## config.mk

```make
export PLATFORM = sky130hd
export DESIGN_NAME = dmem_copy_engine
export DESIGN_NICKNAME = d
export VERILOG_FILES = /design/src/rtl/dmem_copy_engine.sv
export SDC_FILE = /design/constraint.sdc
export NUM_CORES = 1
export LEC_CHECK = 0
export ABC_CLOCK_PERIOD_IN_PS = 2600
export BUFFER_PORTS_ARGS = -buffer_cell sky130_fd_sc_hd__buf_4
export CORE_AREA = 2 2 100 102
export CTS_BUF_LIST = sky130_fd_sc_hd__clkbuf_2
export DETAILED_ROUTE_END_ITERATION = 10
export DIE_AREA = 0 0 102 104
export PLACE_DENSITY = 0.49
export SETUP_SLACK_MARGIN = 0.1
export SLEW_MARGIN = 10
export SYNTH_ARGS = -nofsm -noshare
export SYNTH_HDL_FRONTEND = slang
export SYNTH_SLANG_ARGS = --single-unit
export TNS_END_PERCENT = 20
```

## constraint.sdc

```tcl
create_clock -name clk -period 2.6 [get_ports clk]
set_clock_uncertainty 0.1 [all_clocks]
set_input_delay 0.26 -clock clk [delete_from_list [all_inputs] [get_ports clk]]
set_output_delay 0.26 -clock clk [all_outputs]
set_load 0.01 [all_outputs]
```

## src/rtl/dmem_copy_engine.sv

```systemverilog
// Bus-master copy/fill engine for the 32 x 16 data memory.
// Every output is a register loaded together with the next state, so none of them can glitch.
module dmem_copy_engine #(
  parameter int AW = 5,
  parameter int DW = 16
) (
  input  logic          clk,
  input  logic          rst,
  input  logic          start_i,
  input  logic          mode_i,
  input  logic [AW-1:0] src_i,
  input  logic [AW-1:0] dst_i,
  input  logic [AW:0]   len_i,
  input  logic [DW-1:0] fill_i,
  output logic          busy_o,
  output logic          done_o,
  output logic [AW-1:0] Addr_o,
  output logic [DW-1:0] data_o,
  output logic          WEn_o,
  input  logic [DW-1:0] data_i
);

  typedef enum logic [1:0] {
    ST_IDLE  = 2'd0,
    ST_READ  = 2'd1,
    ST_WRITE = 2'd2,
    ST_DONE  = 2'd3
  } state_t;

  localparam logic [AW-1:0] ADDR_ONE = AW'(1);
  localparam logic [AW:0]   CNT_ONE  = (AW+1)'(1);
  localparam logic [AW:0]   CNT_ZERO = (AW+1)'(0);

  state_t        state_r;
  logic [AW-1:0] sa_r;
  logic [AW-1:0] da_r;
  logic [AW:0]   cnt_r;
  logic [DW-1:0] buf_r;
  logic          mode_r;
  logic          busy_r;
  logic          done_r;
  logic          wen_r;
  logic [AW-1:0] addr_r;
  logic [DW-1:0] wdata_r;

  // Transfer sequencer; outputs default to the idle bus pattern and are overridden for the state being entered.
  always_ff @(posedge clk) begin
    if (rst) begin
      state_r <= ST_IDLE;
      sa_r    <= '0;
      da_r    <= '0;
      cnt_r   <= '0;
      buf_r   <= '0;
      mode_r  <= 1'b0;
      busy_r  <= 1'b0;
      done_r  <= 1'b0;
      wen_r   <= 1'b0;
      addr_r  <= '0;
      wdata_r <= '0;
    end else begin
      busy_r  <= 1'b0;
      done_r  <= 1'b0;
      wen_r   <= 1'b0;
      addr_r  <= '0;
      wdata_r <= '0;
      case (state_r)
        ST_IDLE: begin
          if (start_i) begin
            sa_r   <= src_i;
            da_r   <= dst_i;
            cnt_r  <= len_i;
            mode_r <= mode_i;
            buf_r  <= fill_i;
            if (len_i == CNT_ZERO) begin
              state_r <= ST_DONE;
              done_r  <= 1'b1;
            end else if (!mode_i) begin
              state_r <= ST_READ;
              busy_r  <= 1'b1;
              addr_r  <= src_i;
            end else begin
              state_r <= ST_WRITE;
              busy_r  <= 1'b1;
              wen_r   <= 1'b1;
              addr_r  <= dst_i;
              wdata_r <= fill_i;
            end
          end else begin
            state_r <= ST_IDLE;
          end
        end
        ST_READ: begin
          // The word read now is written straight out in the following WRITE cycle.
          buf_r   <= data_i;
          sa_r    <= sa_r + ADDR_ONE;
          state_r <= ST_WRITE;
          busy_r  <= 1'b1;
          wen_r   <= 1'b1;
          addr_r  <= da_r;
          wdata_r <= data_i;
        end
        ST_WRITE: begin
          da_r  <= da_r + ADDR_ONE;
          cnt_r <= cnt_r - CNT_ONE;
          if (cnt_r == CNT_ONE) begin
            state_r <= ST_DONE;
            done_r  <= 1'b1;
          end else if (!mode_r) begin
            state_r <= ST_READ;
            busy_r  <= 1'b1;
            addr_r  <= sa_r;
          end else begin
            state_r <= ST_WRITE;
            busy_r  <= 1'b1;
            wen_r   <= 1'b1;
            addr_r  <= da_r + ADDR_ONE;
            wdata_r <= buf_r;
          end
        end
        ST_DONE: begin
          state_r <= ST_IDLE;
        end
        default: begin
          state_r <= ST_IDLE;
        end
      endcase
    end
  end

  assign busy_o = busy_r;
  assign done_o = done_r;
  assign WEn_o  = wen_r;
  assign Addr_o = addr_r;
  assign data_o = wdata_r;

endmodule

```

==> results by group, run 1 <==
Yosys
  – Avg Inst Size Synth: a little over 8 um^2
  – #FFs+latches synth: 59
  – Compound-gate portion of the synthesized area: about 24%
  – Post-synth top flop: dfxtp_1
  – Synth warn: 0
  – Synth Instances: between 300 and 400
  – Multiplexer area fraction after synthesis: under 10%
  – Synth Area in XOR/XNOR: ~1.3%
  – Unique cell type count in the Yosys netlist: 47
  – Post-synthesis sequential area ratio: a little over two fifths
  – Synth Area in Simple Gates: between 20% and 30%
  – Post-Syn Area: 2790 um^2
  – EDFF count, synth: 0
  – Adder-cell share of the synthesized area: under 10%
  – Synth async-reset ratio: 0%
  – Syn_nets: about 400
  – Main combinational cell family by area after synthesis: compound AO/OA/AOI/OAI gates

STA
  – TNS Setup: 0 ps
  – Final setup viols: 0
  – Worst-Margin Slew: roughly 840 ps
  – Final Max Tran Viols: 0
  – Fmax: 466 MHz
  – PnR worst setup slack: 456 ps
  – Fin. Hold Viols: 0
  – Fin crit share: between 80% and 90%
  – Max-slew headroom: about 44%
  – Hold slack: roughly 44 ps
  – Setup repair after global routing missed its margin: false
  – Final worst path period need: approximately 2100 ps

Routing
  – DRC violations left: 0
  – Vias per inst: between 4 and 5
  – Total Wirelength: just under 9 mm
  – Initial DRC Count: about 180
  – DR vias: approximately 2900
  – Wire per inst: between 10 and 15 um
  – Drt pass-1 iters: 4
  – Antenna viol nets, final: 0

Layout
  – Design area: ~4000 um^2
  – Most frequent cells in the layout: buf_4 (81), nand2_1 (79), dfxtp_1 (59)
  – Ratio of cells with drive above 1 in the final layout: between 20% and 30%
  – Total Nets Final: about 510
  – Most common cell after layout, fill and taps aside: buf_4
  – Synth-to-Final Area Change: 44.3%
  – # diodes: 0

Global route
  – Most Used Layer, Global Route: met2
  – Largest net degree at the start of global routing: 39
  – Met3 Track Usage GR: 4.23%
  – GRT met1 Usage: a little under a quarter
  – Met2 global-route usage: about a quarter
  – Overflow after GRT: 0
  – Initial antenna violation count: 0
  – First-pass GRT wire length: 14.1 mm
  – Vias in the first global route: about 2700
  – Gr usage total: ~17%

Worst hold path
  – Hold Path Stages: 3
  – Min-Delay Endpoint: da_r[3]
  – HP Start: dst_i[3]
  – Worst Hold Class: primary input to register

Pwr
  – Total power draw: about 2.3 mW
  – VDD IR max: between 0.2 and 0.25 mV
  – P_leak: between 1.5 and 2 nW
  – Pwr dens: roughly 570 nW/um^2

Placed design
  – Detail Placement HPWL: 5.64 mm
  – DP Area: about 3500 um^2
  – Gpl congestion: 0.836
  – Port Buffer Count: 75
  – Placement Setup Slack: about 480 ps

Setup path
  – CP arrival: roughly 2500 ps
  – Max FO, Critical Path: 18
  – Critical Path Start Type: register
  – Reg2Reg Setup Slack: around 460 ps
  – Critical path type: register to register
  – R2r startpoint: state_r[1]
  – Reg2Reg Depth: 5
  – Worst path required time: 2910 ps
  – Worst r2r dst: data_o[13]
  – CP Capture Type: register

Floorplan
  – Core area: between 9000 and 10000 um^2
  – Initial core utilization: 29.2%
  – # IOs: between 70 and 80
  – Site Rows: 36
  – Die area: 10600 um^2
  – Die Span Y: between 100 and 150 um
  – Chip Width: around 100 um

Clocking
  – Clock Sinks: just under 60
  – CTS Buffer Depth: 2
  – Worst-skew pair later-pin latency: 510 ps
  – Cts repair resizes: 0
  – Reg clk slew, reported paths: 170 ps
  – Post-CTS Setup Inserts: 0
  – H-tree depth: 3
  – Cts-stage hold buffer count: 43
  – Clk root buf: clkbuf_2
  – TritonCTS clock tree: yes
  – Total CTS buffers: 9

Run
  – MaxCap Viol Count: 0

Outcome
  – Status: completed
-- worst max-delay path: stages (launching register included) --
cell	delay, ps
dfxtp_1	550
buf_4	270
nand4bb_1	260
a31oi_4	570
nand2_1	130
a31oi_1	170
-- cells in the mapped netlist, types with 2 or more instances --
cell type,count,area share (%)
a211oi_1,6,1.6
o21ba_2,2,0.72
nand3b_1,3,0.81
nand2_1,79,11
nor3_1,7,1.3
a222oi_1,3,1.1
a211o_1,2,0.63
buf_4,2,0.54
nor2b_1,3,0.67
nand2b_1,5,1.1
nand3_1,6,1.1
o22ai_1,4,0.90
a21oi_1,21,3.8
clkbuf_2,2,0.36
mux2i_1,2,0.72
buf_2,8,1.4
a31oi_1,31,6.9
clkbuf_1,12,1.6
dfxtp_1,59,42
nor2_1,19,2.6
a22oi_1,5,1.3
and3_1,3,0.67
inv_1,7,0.94
o21ai_0,13,2.3
mux2_2,6,2.4
a32oi_1,6,1.9
and2_1,2,0.45
ha_1,4,1.8
xnor2_1,3,0.94
-- layer usage --
layer  part of all wire (%)  wire length (um)  up-vias
met5                      0                 0        -
met4                    1.3               118        0
met3                    4.9               428        9
met2                     46              4090       75
met1                     47              4160     1326
li1                       -                 -     1446
-- registers in the layout, indices dropped and copies added (netlist names) --
name and cells:
mode_r 1, WEn_o 1, done_o 1, busy_o 1
da_r 5, buf_r 16, cnt_r 6, Addr_o 5
data_o 16, state_r 2, sa_r 5
-- worst max-delay path by stage --
stage	startpoint	end	slack, ps	depth (start not counted)
5_1_grt	state_r[1]	sa_r[3]	210	4
4_1_cts	state_r[1]	data_o[13]	440	5
3_5_place_dp	state_r[1]	data_o[6]	480	5
3_3_place_gp	state_r[1]	data_o[6]	510	5
6_report	state_r[1]	data_o[13]	460	5
2_1_floorplan	cnt_r[2]	WEn_o	1000	6
-- logic make-up after synthesis --
family                     after synthesis
and+or+nand+nor                        134
AOI/OAI and AO/OA                      101
DFF                                     59
buffers and inverters                   33
muxes                                    8
xor gates and xnor gates                 4
adders and majority gates                4
-- per-stage QoR --
stage / cells / utilization, %
final: 591 / 42.2
after global routing: 591 / 42.2
after CTS: 591 / 42.2
after detailed placement: 532 / 36.3
after global placement: 532 / 36.3
after floorplan: 343 / -
-- where the power goes --
| group | total [mW] | internal (mW) | switching [mW] | leakage, nW |
|---|---|---|---|---|
| clock | 0.692 | 0.314 | 0.378 | 0.0755 |
| combinational | 0.529 | 0.266 | 0.263 | 1.03 |
| sequential | 1.06 | 0.987 | 0.0699 | 0.485 |
| total | 2.28 | 1.57 | 0.711 | 1.59 |
-- cell type report --
type	instances	area, um^2
clock buffers	9	45.0
clock inverters	7	92.6
fillers	994	5520
inverters	7	26.3
repair buffers	125	1060
well taps	133	166
flip-flops and latches	59	1180
multi-input cells	251	1460
No activity file was read; power rests on OpenSTA's default activity.
==> inputs of run 2 (changes only) <==
Settings changed: ABC_CLOCK_PERIOD_IN_PS 2600 to 1900, PLACE_DENSITY 0.49 to 0.51.
Clock period 2.6 ns to 1.9 ns, I/O delays scaled along.
==> run 2 against run 1 <==
  * Via count rose by 2.9%
  * Cell count is 2.9% higher
  * Design area is 3.1% higher
  * Wire length fell by 2.5%
  * Global-route usage down 0.74 points
  * Critical endpoint is now data_o[15]
  * Largest power group unchanged
  * Fmax grew 24%
==> results by group, run 2 (synthesis results as in run 1) <==
Placed design
  – Gpl congestion: approximately 0.8
  – Port Buffer Count: 75
  – Detail Placement HPWL: about 5.6 mm

Layout
  – # diodes: 0
  – Most frequent cells in the layout: buf_4 (89), nand2_1 (78), dfxtp_1 (59)
  – Synth-to-Final Area Change: 48.8%
  – Ratio of cells with drive above 1 in the final layout: about a quarter
  – Most common cell after layout, fill and taps aside: buf_4
  – Fillers: between 900 and 1000
  – Total Nets Final: around 530

Routing
  – Vias per inst: roughly 4.8
  – Met1 wire length: ~4.1 mm
  – WL met3: between 500 and 600 um
  – DR vias: 2938
  – Drt pass-1 iters: 4
  – Top sig layer: met4
  – Total Wirelength: between 8 and 9 mm
  – Antenna viol nets, final: 0
  – Routed wl met2: roughly 3.8 mm
  – DRC violations left: 0
  – Wire per inst: approximately 14 um
  – Initial DRC Count: roughly 160

Pwr
  – P_int: about 1.9 mW
  – Flop pwr share: just under 50%
  – Sw Pwr: between 0.9 and 1 mW
  – VDD IR max: about 0.26 mV
  – Clock share of power: 23.4%
  – Pwr dens: about 700 nW/um^2
  – P_leak: about 1.6 nW
  – Comb pwr share: 27.1%
  – Net Sw Frac: between 30% and 40%

STA
  – TNS Setup: 0 ps
  – Worst-Margin Slew: about 450 ps
  – Final worst path period need: roughly 1700 ps
  – Max-slew headroom: a little over two thirds
  – Final Max Tran Viols: 0
  – Fin crit share: around nine tenths
  – Hold slack: 14.4 ps
  – Setup repair after global routing missed its margin: true
  – Fin. Hold Viols: 0
  – Final setup viols: 0
  – Fmax: between 500 and 600 MHz

Run
  – MaxCap Viol Count: 0

Global route
  – Overflow after GRT: 0
  – Largest net degree at the start of global routing: 39
  – First-pass GRT wire length: between 10 and 15 mm
  – Initial antenna violation count: 0
  – Gr usage total: 16.3%
  – Vias in the first global route: 2788

Setup path
  – Critical Path Start Type: register
  – Critical path type: register to register
  – Reg2Reg Setup Slack: 180 ps
  – R2r startpoint: cnt_r[2]
  – CP Capture Point: data_o[15]
  – CP startpoint: cnt_r[2]
  – CP arrival: 2030 ps
  – Worst path required time: between 2000 and 2500 ps
  – CP Capture Type: register
  – Reg2Reg Depth: 5
  – Max FO, Critical Path: 17
  – Worst r2r dst: data_o[15]

Floorplan
  – Chip Width: 102 um
  – Initial core utilization: around 29%
  – # IOs: 76
  – Core area: between 9000 and 10000 um^2
  – Die area: about 11000 um^2
  – Die Span Y: between 100 and 150 um
  – Site Rows: 36

Clocking
  – Clock Sinks: just under 60
  – CTS Buffer Depth: 2
  – TritonCTS clock tree: yes
  – Reg clk slew, reported paths: approximately 190 ps
  – H-tree depth: 3
  – Worst-skew pair later-pin latency: around 500 ps
  – Total CTS buffers: 9
  – Clk root buf: clkbuf_2

Worst hold path
  – Worst Hold Class: primary input to register

Outcome
  – Status: completed
-- run 2: area by class of cell --
cell class	count	area, um^2	share of cell area [%]
Clock buffer	9	45.0	1.08
Clock inverter	7	45.0	1.08
Inverter	7	26.3	0.632
Multi-Input combinational cell	251	1460	35.2
Sequential cell	59	1180	28.4
Tap cell	133	166	4.00
Timing Repair Buffer	142	1230	29.6
-- run 2: timing repair --
| action | in CTS | in global routing |
|---|---|---|
| pin swaps | 0 | 1 |
| hold buffers | 50 | 0 |
| hold endpoints to repair | 50 | 0 |
| gates resized for setup | 1 | 1 |
| endpoints found under the setup margin | 1 | 32 |
| setup buffers | 0 | 3 |
-- run 2: worst min-delay path by stage --
stage / from / end / slack, ps / depth (start not counted)
2_1_floorplan: fill_i[10] / data_o[10] / 240 / 2
3_3_place_gp: buf_r[15] / buf_r[15] / 340 / 2
3_5_place_dp: buf_r[7] / buf_r[7] / 340 / 2
4_1_cts: len_i[4] / cnt_r[4] / 2 / 4
5_1_grt: len_i[4] / cnt_r[4] / 10 / 4
6_report: len_i[4] / cnt_r[4] / 10 / 4
-- run 2: routing by layer --
layer / GRT usage, % / up-vias
li1: - / 1480
met1: 22.2 / 1346
met2: 25.8 / 105
met3: 3.36 / 7
met4: 5.24 / 0
met5: 0 / -
-- run 2: critical path, stage by stage (launching register included) --
cell	delay (ps)
dfxtp_1	390
or3_4	420
o211a_1	260
buf_12	160
a222oi_1	230
nor2_1	70
-- run 2: metrics by stage --
step | power [mW] | std cells | utilization [%] | setup slack (ps) | area (um^2)
after floorplan | 1.85 | 343 | - | 297 | 2790
after global placement | 2.13 | 539 | 36.9 | 222 | 3520
after detailed placement | 2.14 | 539 | 36.9 | 149 | 3520
after CTS | 2.91 | 605 | 43.1 | 150 | 4120
after global routing | 3.06 | 608 | 43.5 | 76.8 | 4160
final | 2.90 | 608 | 43.5 | 176 | 4160
-- run 2: power groups by stage --
| stage | combinational [mW] | clock, mW | sequential, mW |
|---|---|---|---|
| 5_1_grt | 0.866 | 0.746 | 1.45 |
| 6_report | 0.783 | 0.678 | 1.43 |
| 2_1_floorplan | 0.403 | 0 | 1.45 |
| 3_3_place_gp | 0.676 | 0 | 1.46 |
| 3_5_place_dp | 0.682 | 0 | 1.46 |
| 4_1_cts | 0.768 | 0.707 | 1.43 |
==> inputs of run 3 (changes only) <==
Settings changed: ABC_CLOCK_PERIOD_IN_PS 1900 to 1700, PLACE_DENSITY 0.51 to 0.49, RECOVER_POWER set to 25.
Clock period 1.9 ns to 1.7 ns, I/O delays scaled along.
==> run 3 against run 2 <==
  * Clock-buffer cell count stayed put
  * Register-to-register slack worse by 60 ps
  * Combinational power is 25% higher
  * Critical path type unchanged
  * Core utilization is 1.8 points higher
  * Critical endpoint is now state_r[0]
==> results by group, run 3 (synthesis results as in run 1) <==
STA
  – TNS Setup: 0 ps
  – Final worst path period need: approximately 1600 ps
  – Fin crit share: between 90% and 100%
  – Final Max Tran Viols: 0
  – Fin. Hold Viols: 0
  – Max-slew headroom: about two thirds
  – Setup repair after global routing missed its margin: true
  – Worst-Margin Slew: approximately 480 ps
  – PnR worst setup slack: about 120 ps
  – Fmax: between 600 and 700 MHz
  – Final setup viols: 0

Routing
  – Vias per inst: around 4.9
  – Top sig layer: met4
  – Met1 wire length: between 4 and 5 mm
  – Antenna viol nets, final: 0
  – DRC violations left: 0
  – Routed wl met2: 4.27 mm
  – Initial DRC Count: 150
  – DR vias: about 3100
  – Wire per inst: between 15 and 20 um
  – WL met3: just over 400 um
  – Drt pass-1 iters: 5
  – Total Wirelength: 9.35 mm

Layout
  – Design area: 4330 um^2
  – Most frequent cells in the layout: nand2_1 (78), buf_4 (76), dfxtp_1 (55)
  – Most common cell after layout, fill and taps aside: nand2_1
  – # diodes: 0
  – Synth-to-Final Area Change: 55.1%
  – Ratio of cells with drive above 1 in the final layout: 26.6%
  – Total Nets Final: ~540

Worst hold path
  – Worst Hold Class: primary input to register
  – HP Start: len_i[1]
  – Min-Delay Endpoint: cnt_r[1]
  – Hold Path Stages: 5

Clocking
  – H-tree depth: 3
  – Total CTS buffers: 9
  – Clk root buf: clkbuf_2
  – Worst-skew pair later-pin latency: around 490 ps
  – Clock Sinks: 59
  – CTS Buffer Depth: 2
  – Reg clk slew, reported paths: roughly 170 ps
  – TritonCTS clock tree: yes

Setup path
  – Reg2Reg Setup Slack: roughly 120 ps
  – Worst r2r dst: state_r[0]
  – CP arrival: 1930 ps
  – Reg2Reg Depth: 4
  – Worst path required time: just over 2000 ps
  – Critical path type: register to register
  – Max FO, Critical Path: 4
  – Critical Path Start Type: register
  – R2r startpoint: cnt_r[3]
  – CP Capture Type: register

Placed design
  – DP Area: 3650 um^2
  – Detail Placement HPWL: roughly 6 mm
  – Placement Setup Slack: about 45 ps
  – Port Buffer Count: 75
  – Gpl congestion: around 0.81

Floorplan
  – Chip Width: between 100 and 150 um
  – Site Rows: 36
  – Initial core utilization: between 20% and 30%
  – Die Span Y: 104 um
  – Core area: about 9500 um^2
  – # IOs: 76
  – Die area: roughly 11000 um^2

Global route
  – First-pass GRT wire length: ~15 mm
  – Largest net degree at the start of global routing: 39
  – Gr usage total: between 10% and 20%
  – Initial antenna violation count: 0
  – Vias in the first global route: about 3000
  – Overflow after GRT: 0

Outcome
  – Status: completed

Run
  – MaxCap Viol Count: 0

Pwr
  – VDD IR max: between 0.3 and 0.4 mV
  – Total power draw: between 3 and 4 mW
  – Pwr dens: 831 nW/um^2
  – P_leak: roughly 1.7 nW
==> run 3: changes by cell type in the layout (fill, tap and decap cells not counted), moves of 3 or more <==
| cell | previous run | this run |
|---|---|---|
| clkinvlp_4 | 4 | 1 |
| buf_4 | 89 | 76 |
| clkbuf_1 | 0 | 20 |
| dfxtp_2 | 0 | 3 |
| buf_6 | 0 | 5 |
| dfxtp_1 | 59 | 55 |
==> run 3: routing by layer <==
| metal | track usage, % | vias up |
|---|---|---|
| met5 | 0 | - |
| met4 | 5.71 | 0 |
| met3 | 3.29 | 11 |
| met2 | 27.9 | 77 |
| met1 | 24.7 | 1449 |
| li1 | - | 1513 |
==> run 3: per-stage QoR <==
stage	hold WS, ps	util, %	std cells
after floorplan	220	-	343
after global placement	338	38.2	551
after detailed placement	343	38.2	551
after CTS	0.794	45.2	619
after global routing	19.8	45.4	622
final	35.9	45.4	622
==> run 3: cell type report <==
type | count | area, um^2
clock buffer | 9 | 45.0
clock inverter | 6 | 81.3
fill | 986 | 5220
inverter | 7 | 26.3
multi-input combinational | 251 | 1520
sequential | 59 | 1190
tap | 133 | 166
timing repair buffer | 157 | 1310
==> run 3: worst max-delay path: stages (launching register included) <==
cell	delay (ps)
dfxtp_1	370
or3_4	390
or2_2	360
a21oi_1	190
o21ba_2	150
==> run 3: where the power goes <==
part	internal [mW]	switching, mW	leakage (nW)
clock network	0.469	0.551	0.0752
registers	1.51	0.0890	0.487
logic	0.509	0.468	1.12
total	2.49	1.11	1.69
==> run 3: worst max-delay path by stage <==
stage	to	start	cells past startpoint
6_report	state_r[0]	cnt_r[3]	4
5_1_grt	state_r[0]	cnt_r[3]	4
4_1_cts	sa_r[0]	state_r[0]	5
3_5_place_dp	sa_r[0]	state_r[1]	5
3_3_place_gp	sa_r[3]	state_r[1]	6
2_1_floorplan	WEn_o	cnt_r[2]	6
==> run 3: timing repair <==
item	4_1_cts	5_1_grt
endpoints found under the setup margin	29	50
resized for setup	4	19
endpoints found under the hold margin	53	0
hold buffers	50	0
setup buffers	3	2
cloned	0	1
pin swaps	1	3
